==> src/rtl/fpga_pkg.sv <==
// fpga_pkg: shared types, constants and sample conversion for the FPGA sample path.
//   rx_state_t   : receive FSM states
//   SAMPLE_W     : sign-magnitude sample width
//   FRAME_PERIOD : clk cycles per 48 kHz frame
//   sm_to_tc()   : sign-magnitude to two's complement (negative zero -> 0)
package fpga_pkg;
    typedef enum logic [1:0] {IDLE, SHIFT, CHECK} rx_state_t;
    localparam int SAMPLE_W = 11;
    localparam int FRAME_PERIOD = 833;
    function automatic logic [SAMPLE_W-1:0] sm_to_tc(input logic [SAMPLE_W-1:0] sm);
        logic [SAMPLE_W-1:0] mag;
        mag = {1'b0, sm[SAMPLE_W-2:0]};
        return sm[SAMPLE_W-1] ? -mag : mag;
    endfunction
endpackage

==> src/rtl/spi_sample_rx_if.sv <==
// spi_sample_rx_if: SPI sample link pins.
//   sclk : serial clock from master
//   din  : MOSI, MSB first, valid on sclk rising edge
//   ncs  : chip select, active low
interface spi_sample_rx_if;
    logic sclk;
    logic din;
    logic ncs;
    modport master (output sclk, din, ncs);
    modport slave (input sclk, din, ncs);
endinterface

==> src/rtl/sync_edge.sv <==
// sync_edge: 2-FF synchronizer plus history flop with edge detect.
//   clk, reset : system clock, async active-low reset (flops preset to INIT)
//   d          : asynchronous input
//   lvl        : synchronized level
//   rise, fall : one-cycle edge strobes on the synchronized level
module sync_edge #(
    parameter logic INIT = 1'b0
) (
    input  logic clk,
    input  logic reset,
    input  logic d,
    output logic lvl,
    output logic rise,
    output logic fall
);
    logic s1, s2, h;
    always_ff @(posedge clk or negedge reset) begin
        if (!reset) {s1, s2, h} <= {3{INIT}};
        else {s1, s2, h} <= {d, s1, s2};
    end
    assign lvl = s2;
    assign rise = s2 & ~h;
    assign fall = ~s2 & h;
endmodule

==> src/rtl/spi_sample_rx.sv <==
// spi_sample_rx: SPI responder that rebuilds one sign-magnitude sample per frame.
//   clk, reset : 40 MHz system clock, async active-low reset
//   spi        : SPI pins (slave modport: sclk, din, ncs)
//   sample     : last good sample
//   valid      : one-cycle pulse when sample updates
//   frame_err  : one-cycle pulse on a short/long or timed-out frame
//   err_count  : saturating frame error count
//   busy       : high while shifting a frame
// Define SPI_RX_TWOS_COMP_EN to deliver samples as two's complement.
module spi_sample_rx
    import fpga_pkg::*;
#(
    parameter int DATA_W = SAMPLE_W,
    parameter int FRAME_BITS = 16,
    parameter int TIMEOUT = 1024
) (
    input  logic              clk,
    input  logic              reset,
    spi_sample_rx_if.slave    spi,
    output logic [DATA_W-1:0] sample,
    output logic              valid,
    output logic              frame_err,
    output logic [7:0]        err_count,
    output logic              busy
);
    localparam int CNT_W = $clog2(FRAME_BITS + 2);
    // Watchdog limit never drops below one frame period, so a healthy frame cannot trip it.
    localparam int WD_LIM = TIMEOUT > FRAME_PERIOD ? TIMEOUT : FRAME_PERIOD + 1;
    localparam int WD_W = $clog2(WD_LIM + 1);

    logic sclk_lvl, sclk_rise, sclk_fall;
    logic din_lvl, din_rise, din_fall;
    logic ncs_lvl, ncs_rise, ncs_fall;
    logic unused_edges;
    rx_state_t state, state_d;
    logic [CNT_W-1:0] cnt;
    logic [WD_W-1:0] wd;
    logic [DATA_W-1:0] sh, conv;
    logic from_check, start, tmo, good, bad;

    sync_edge #(.INIT(1'b0)) u_sclk (.clk(clk), .reset(reset), .d(spi.sclk), .lvl(sclk_lvl), .rise(sclk_rise), .fall(sclk_fall));
    sync_edge #(.INIT(1'b0)) u_din (.clk(clk), .reset(reset), .d(spi.din), .lvl(din_lvl), .rise(din_rise), .fall(din_fall));
    sync_edge #(.INIT(1'b1)) u_ncs (.clk(clk), .reset(reset), .d(spi.ncs), .lvl(ncs_lvl), .rise(ncs_rise), .fall(ncs_fall));
    assign unused_edges = ^{sclk_lvl, sclk_fall, din_rise, din_fall};

`ifdef SPI_RX_TWOS_COMP_EN
    assign conv = sm_to_tc(sh);
`else
    assign conv = sh;
`endif

    assign busy = state == SHIFT;

    // An ncs fall seen during CHECK leaves ncs low on the first IDLE cycle; treat that as a start.
    always_comb begin
        start = state == IDLE && (ncs_fall || (from_check && !ncs_lvl));
        tmo = state == SHIFT && !ncs_rise && wd == WD_W'(WD_LIM - 1);
        good = state == CHECK && cnt == CNT_W'(FRAME_BITS);
        bad = tmo || (state == CHECK && cnt != CNT_W'(FRAME_BITS));
        state_d = start ? SHIFT
                : state == SHIFT ? (ncs_rise ? CHECK : tmo ? IDLE : SHIFT)
                : state == CHECK ? IDLE : state;
    end

    always_ff @(posedge clk or negedge reset) begin
        if (!reset) begin
            state <= IDLE;
            from_check <= 1'b0;
        end else begin
            state <= state_d;
            from_check <= state == CHECK;
        end
    end

    always_ff @(posedge clk or negedge reset) begin
        if (!reset) begin
            cnt <= '0;
            wd <= '0;
            sh <= '0;
            sample <= '0;
            valid <= 1'b0;
            frame_err <= 1'b0;
            err_count <= '0;
        end else begin
            valid <= good;
            frame_err <= bad;
            if (start) begin
                cnt <= '0;
                wd <= '0;
            end else if (state == SHIFT) begin
                wd <= wd + 1'b1;
                if (sclk_rise && cnt != CNT_W'(FRAME_BITS + 1)) cnt <= cnt + 1'b1;
            end
            // Shifting is independent of the transition so a bit coinciding with ncs rise is kept.
            if (state == SHIFT && sclk_rise) sh <= {sh[DATA_W-2:0], din_lvl};
            if (good) sample <= conv;
            if (bad && err_count != 8'hFF) err_count <= err_count + 8'd1;
        end
    end
endmodule

==> src/flat_wrapper.sv <==
// flat-port wrapper written by rule: the top's interface ports become plain ports
module spi_sample_rx_flat import fpga_pkg::*;
#(
    parameter int DATA_W = SAMPLE_W,
    parameter int FRAME_BITS = 16,
    parameter int TIMEOUT = 1024
)
  (clk, reset, sample, valid, frame_err, err_count, busy, spi_sclk, spi_din, spi_ncs);
  spi_sample_rx_if spi_i ();
  input  logic clk;
  input  logic reset;
  output logic [DATA_W-1:0] sample;
  output logic valid;
  output logic frame_err;
  output logic [7:0] err_count;
  output logic busy;
  input wire logic [$bits(spi_i.sclk)-1:0] spi_sclk;
  input wire logic [$bits(spi_i.din)-1:0] spi_din;
  input wire logic [$bits(spi_i.ncs)-1:0] spi_ncs;
  assign spi_i.sclk = spi_sclk;
  assign spi_i.din = spi_din;
  assign spi_i.ncs = spi_ncs;
  spi_sample_rx #(.DATA_W(DATA_W), .FRAME_BITS(FRAME_BITS), .TIMEOUT(TIMEOUT)) u_core (.clk(clk), .reset(reset), .spi(spi_i), .sample(sample), .valid(valid), .frame_err(frame_err), .err_count(err_count), .busy(busy));
endmodule
==> config.mk <==
export PLATFORM = sky130hd
export DESIGN_NAME = spi_sample_rx_flat
export DESIGN_NICKNAME = d
export VERILOG_FILES = /design/src/rtl/fpga_pkg.sv /design/src/rtl/spi_sample_rx_if.sv /design/src/rtl/sync_edge.sv /design/src/rtl/spi_sample_rx.sv /design/src/flat_wrapper.sv
export SDC_FILE = /design/constraint.sdc
export NUM_CORES = 1
export LEC_CHECK = 0
export ABC_CLOCK_PERIOD_IN_PS = 3000
export CAP_MARGIN = 10
export CELL_PAD_IN_SITES_DETAIL_PLACEMENT = 0
export CELL_PAD_IN_SITES_GLOBAL_PLACEMENT = 2
export CORE_MARGIN = 5
export CORE_UTILIZATION = 38
export CTS_BUF_LIST = sky130_fd_sc_hd__clkbuf_4
export CTS_CLUSTER_DIAMETER = 150
export DETAILED_ROUTE_END_ITERATION = 12
export MAX_ROUTING_LAYER = met4
export PLACE_DENSITY_LB_ADDON = 0.3
export SLEW_MARGIN = 20
export SYNTH_ARGS = -nofsm -noshare
export SYNTH_HDL_FRONTEND = slang
export SYNTH_SLANG_ARGS = --single-unit
==> constraint.sdc <==
create_clock -name clk -period 3 [get_ports clk]
set_input_delay 0.3 -clock clk [delete_from_list [all_inputs] [get_ports clk]]
set_output_delay 0.3 -clock clk [all_outputs]
set_load 0.005 [all_outputs]
==> results of run 1 <==
worst paths after layout:
kind,from,to,slack (ns),depth (start not counted)
worst max register to register,u_core.state[1],u_core.err_count[1],0.70,7
worst max-delay path,u_core.state[1],u_core.err_count[1],0.70,7
worst min-delay path,spi_ncs,u_core.u_ncs.s1,0.31,1
worst min register to register,u_core.u_ncs.s1,u_core.u_ncs.lvl,0.36,0
min in group asynchronous,reset,u_core.err_count[3],0.39,2
max in group asynchronous,reset,u_core.u_ncs.s1,1.88,3
cell families after synthesis:
| logic type | synth area share (%) |
|---|---|
| AND/OR/NAND/NOR | 23.2 |
| flip-flops | 59.0 |
| AO/OA/AOI/OAI | 4.54 |
| buffers and inverters | 2.64 |
| XOR/XNOR | 4.89 |
| adder cells (fa/ha/maj) | 3.99 |
| multiplexers | 1.75 |
final cells by class:
| type | instances | area [um^2] |
|---|---|---|
| Clock inverter | 5 | 77.6 |
| Fill cell | 597 | 3340 |
| Tap cell | 77 | 96.3 |
| Sequential cell | 59 | 1480 |
| Clock buffer | 11 | 82.6 |
| Timing Repair Buffer | 33 | 310 |
| Multi-Input combinational cell | 165 | 967 |
| Inverter | 9 | 33.8 |
state kept, by name (all words and copies together), names as in the netlist:
signal             flops
u_core.wd             11
u_core.u_din.lvl       1
u_core.u_sclk.s1       1
u_core.cnt             5
u_core.u_ncs.lvl       1
u_core.from_check      1
u_core.u_ncs.s1        1
u_core.err_count       8
u_core.u_din.s1        1
u_core.u_sclk.lvl      1
u_core.u_ncs.h         1
u_core.state           2
u_core.valid           1
u_core.frame_err       1
u_core.conv           11
u_core.sample         11
u_core.u_sclk.h        1
cells in the final DEF, fill, tap and decap left out, types with 2 or more instances in the layout:
cell type	instances
nand2_1	77
o21ai_0	3
mux2_1	2
clkbuf_4	11
buf_4	6
nor2_1	18
bufinv_16	2
dfrtp_1	56
and3_1	2
a31oi_1	3
xor2_1	9
clkdlybuf4s50_1	25
clkinv_2	2
inv_1	9
dfstp_2	3
ha_1	8
o31ai_1	2
a21oi_1	6
nand4_1	7
xnor2_1	5
power by group:
part	internal [mW]	leakage, nW	switching (mW)
Clock	0.354	0.0868	0.291
Combinational	0.251	0.613	0.279
Sequential	0.938	0.784	0.125
Total	1.54	1.48	0.695
metrics by stage:
stage          hold slack, ns  std cells
2_1_floorplan         0.00441        239
3_3_place_gp            0.285        342
3_5_place_dp            0.287        342
4_1_cts                 0.273        359
5_1_grt                 0.272        359
6_report                0.305        359
worst max-delay path, delay by kind of cell, from the launching register on:
family	cells	cell delay, ns
AOI/OAI and AO/OA	1	0.40
adders and majority gates	1	0.21
buffers and inverters	1	0.10
DFF	1	0.39
muxes	1	0.32
and+or+nand+nor	3	0.76
per-layer routing:
layer / global-route usage (%) / vias up / wire length [um]
li1: - / 863 / -
met1: 16.8 / 807 / 2310
met2: 18.3 / 20 / 2170
met3: 3.72 / 6 / 148
met4: 6.60 / 0 / 68
met5: - / - / 0
==> out/qor.csv, run 1 <==
metric,value,unit
clk_path_buf_depth,2,
post-cts-setup-buffers,0,
postSynthCellCount,239,
track_usage,12.9,%
power.total,2.24,mW
syn_area,0.00251,mm^2
synth_top_flop_cell,dfrtp_1,
dp_hpwl,3190,um
place_area,0.00288,mm^2
wl_per_cell,13.1,um
synth.distinct_cells,40,
p_leak,1.48,nW
grt_pass1_vias,1747,
finalSetupViolations,0,
via_per_inst,4.72,
dr.pass1.iters,4,
ys_ff_latch,59,
fin_skew,0.0120,ns
routed_wl,4690,um
cap_violations,0,
path_cells,inv_1 -> ha_1 -> nand4_4 -> or3_4 -> o32ai_4 -> and2_2 -> mux2_1,
syn_area_per_cell,10.5,um^2
num_vias,1696,
synth-edff-count,0,
cts_resized,0,
grt_pass1_wl,8250,um
final_cell_area,0.00305,mm^2
dieWidth,91.3,um
post-route-util,47.7,%
drive_gt1_share,13.1,%
diodes,0,
synth_common_cells,"77 x nand2_1, 56 x dfrtp_1, 18 x nor2_1",
max-slew-margin-rel,68.4,%
synthesis.nets,252,
yosysMostFrequentCell,nand2_1,
layout_setup_ws,0.702,ns
cts_sinks,59,
power.density,735,mW/mm^2
synth_seq_area_share,59.0,%
fin_nets,290,
setup_tns,0,ns
crit_required,3.28,ns
antenna_found_initial,0,
area_growth,21.5,%
cts_tree,yes,
worst_slew_pin_slew,0.474,ns
root_buffer,clkbuf_4,
start_util,39.3,%
critPathMaxFanout,10,
clk_latency,0.40,ns
period_minus_slack,2.30,ns
fin_crit_sh,76.6,%
gp_congestion,0.719,
die_area,0.00833,mm^2
critPathSlowestCell,o32ai_4,
arrival,2.58,ns
ir_drop,0.372,mV
end_kind,flip-flop,
final_hold_viol_count,0,
status,completed,
yosys-top-cells-area,"dfrtp_1 56%, nand2_1 12%, ha_1 4.0%, dfstp_2 3.1%, xor2_1 3.1%",
drc,0,
die_h,91.3,um
drtIter0Drc,31,
slowest_delay,0.40,ns
drt.antenna.violating_nets,0,
async_flop_share,100,%
critical_path_class,flip-flop to flip-flop,
hp-class,input pin to flip-flop,
grt.overflow.total,0,
max_freq,435,MHz
pre_cts_slack,0.726,ns
grt_start_max_net_pins,25,
synth_area_leader_cell,dfrtp_1,
cts_htree_levels,3,
clkTransAtPathRegs,0.11,ns
numCtsBuffers,9,
synth_top_area_share,55.9,%
num_rows,29,
hold_buffers,1,
drv_slew,0,
start_kind,flip-flop,
coreArea,0.00639,mm^2
io_pins,27,
io_buffers,26,
rsz0062_at_grt,no,
yosysWarningCount,0,
No activity file was read; power rests on OpenSTA's default activity.
==> run 2, diff against run 1 <==
--- a/config.mk
+++ b/config.mk
@@ -5,12 +5,12 @@
 export SDC_FILE = /design/constraint.sdc
 export NUM_CORES = 1
 export LEC_CHECK = 0
-export ABC_CLOCK_PERIOD_IN_PS = 3000
+export ABC_CLOCK_PERIOD_IN_PS = 1970
 export CAP_MARGIN = 10
 export CELL_PAD_IN_SITES_DETAIL_PLACEMENT = 0
 export CELL_PAD_IN_SITES_GLOBAL_PLACEMENT = 2
 export CORE_MARGIN = 5
-export CORE_UTILIZATION = 38
+export CORE_UTILIZATION = 34
 export CTS_BUF_LIST = sky130_fd_sc_hd__clkbuf_4
 export CTS_CLUSTER_DIAMETER = 150
 export DETAILED_ROUTE_END_ITERATION = 12
==> constraint.sdc (replaced) <==
create_clock -name clk -period 1.97 [get_ports clk]
set_input_delay 0.197 -clock clk [delete_from_list [all_inputs] [get_ports clk]]
set_output_delay 0.197 -clock clk [all_outputs]
set_load 0.005 [all_outputs]
==> out/qor.csv, run 2 (synthesis results as in run 1) <==
metric,value,unit,change
status,completed,,
wl_per_cell,12.3,um,-6.0%
die_area,0.00920,mm^2,+10%
cts_htree_levels,3,,unchanged
instances_no_fill,402,,+12%
end_kind,flip-flop,,
dr.pass1.iters,5,,+1
root_buffer,clkbuf_4,,
power.density,1140,mW/mm^2,+55%
clk_path_buf_depth,2,,unchanged
critPathMaxFanout,5,,-5
rsz0062_at_grt,yes,,
clkPwrFrac,28.8,%,about the same
cts_sinks,59,,unchanged
start_kind,flip-flop,,
diodes,0,,unchanged
post-route-util,45.7,%,-2.0 points
drc,0,,unchanged
power_switching,1.12,mW,+61%
max_freq,508,MHz,+17%
combPwrFrac,28.2,%,+4.5 points
power_frac_seq,43.0,%,-4.5 points
finalSetupViolations,0,,unchanged
io_pins,27,,unchanged
grt_start_max_net_pins,50,,+100%
ir_drop,0.556,mV,+50%
cts_tree,yes,,
hp-class,input pin to async pin,,
pre_cts_slack,-0.101,ns,-0.827 ns
layout_setup_ws,0.00173,ns,-0.701 ns
drv_slew,0,,unchanged
crit_required,2.25,ns,-1.03 ns
fin_skew,0.0107,ns,-0.00133 ns
start_util,34.8,%,-4.5 points
power.internal,2.65,mW,+71%
dp_hpwl,3340,um,+4.7%
worst_slew_pin_slew,0.387,ns,-0.0876 ns
dieWidth,95.9,um,+5.1%
antenna_found_initial,0,,unchanged
routed_wl,4930,um,+5.2%
setup_tns,0,ns,unchanged
num_rows,31,,+6.9%
final_hold_viol_count,0,,unchanged
numCtsBuffers,9,,unchanged
swShare,29.8,%,-1.3 points
clkTransAtPathRegs,0.10,ns,about the same
grt_pass1_wl,8830,um,+6.9%
gp_congestion,0.757,,+5.4%
drive_gt1_share,20.5,%,+7.3 points
period_minus_slack,1.97,ns,-0.329 ns
final_common_cell,nand2_1,,
die_h,95.9,um,+5.1%
fin_crit_sh,99.9,%,+23 points
final_cell_mix,"77 x nand2_1, 56 x dfrtp_1, 26 x buf_4",,
critical_path_class,flip-flop to flip-flop,,
area_growth,31.5,%,
dp_cells,379,,+11%
num_vias,1818,,+7.2%
grt_pass1_vias,1928,,+10%
clk_latency,0.39,ns,about the same
io_buffers,26,,unchanged
drtIter0Drc,63,,+100%
cap_violations,0,,unchanged
grt.overflow.total,0,,unchanged
p_leak,1.61,nW,+8.4%
track_usage,13.0,%,+0.053 points
max-slew-margin-rel,74.2,%,+5.8 points
coreArea,0.00721,mm^2,+13%
drt.antenna.violating_nets,0,,unchanged
arrival,2.25,ns,-0.33 ns
via_per_inst,4.52,,-4.3%
fin_nets,311,,+7.2%
holdWs,0.195,ns,-0.110 ns
run 2: cell types whose count changed in the layout (fill, tap and decap cells not counted), moves of 2 or more:
cell / previous run / this run
mux2_4: 0 / 2
ha_4: 0 / 2
mux2_1: 2 / 0
ha_1: 8 / 6
buf_4: 6 / 26
run 2: routing by layer:
layer	track usage (%)	wire [um]	up-vias
li1	-	-	912
met1	16.6	2460	884
met2	18.7	2290	17
met3	2.81	124	5
met4	7.82	60	0
met5	-	0	-
run 2: through the flow:
stage | total power [mW] | cell area, um^2
after global placement | 2.63 | 3050
final | 3.77 | 3300
after floorplan | 2.20 | 2530
after global routing | 4.05 | 3300
after CTS | 3.80 | 3270
after detailed placement | 2.64 | 3050
run 2: worst paths after layout:
| check | start | endpoint | slack, ns | depth (start not counted) |
|---|---|---|---|---|
| worst max-delay path | u_core.state[1] | u_core.err_count[1] | 0.002 | 7 |
| worst min-delay path | reset | u_core.state[1] | 0.20 | 2 |
| worst max register to register | u_core.state[1] | u_core.err_count[1] | 0.002 | 7 |
| worst min register to register | u_core.u_din.s1 | u_core.u_din.lvl | 0.36 | 0 |
| max in group asynchronous | reset | u_core.sample[10] | 1.23 | 3 |
| min in group clk | spi_ncs | u_core.u_ncs.s1 | 0.21 | 1 |
run 2: final cells by class:
class	instances	area, um^2
sequential	59	1480
fill	717	3920
timing repair buffer	54	480
clock inverter	6	104
inverter	9	33.8
tap	99	124
multi-input combinational	165	1000
clock buffer	10	75.1
run 2: power by group through the flow:
stage | sequential (mW) | combinational (mW) | clock [mW]
floorplan | 1.61 | 0.586 | 0
global placement | 1.63 | 0.998 | 0
detailed placement | 1.63 | 1.01 | 0
CTS | 1.62 | 1.05 | 1.13
global route | 1.66 | 1.21 | 1.19
finish | 1.62 | 1.06 | 1.08
run 2: worst max-delay path, stage by stage (launching register included):
cell and delay (ns):
dfrtp_1 0.40, inv_2 0.08, ha_4 0.14, nand4_4 0.07, or3_4 0.36, o32ai_4 0.30, and2_4 0.22, mux2_4 0.29
run 2: timing repair:
item,CTS,global route
hold buffers,1,0
pin swaps,5,2
endpoints found under the setup margin,8,9
gates resized for setup,2,1
buffers inserted,3,3
hold endpoints to repair,59,0
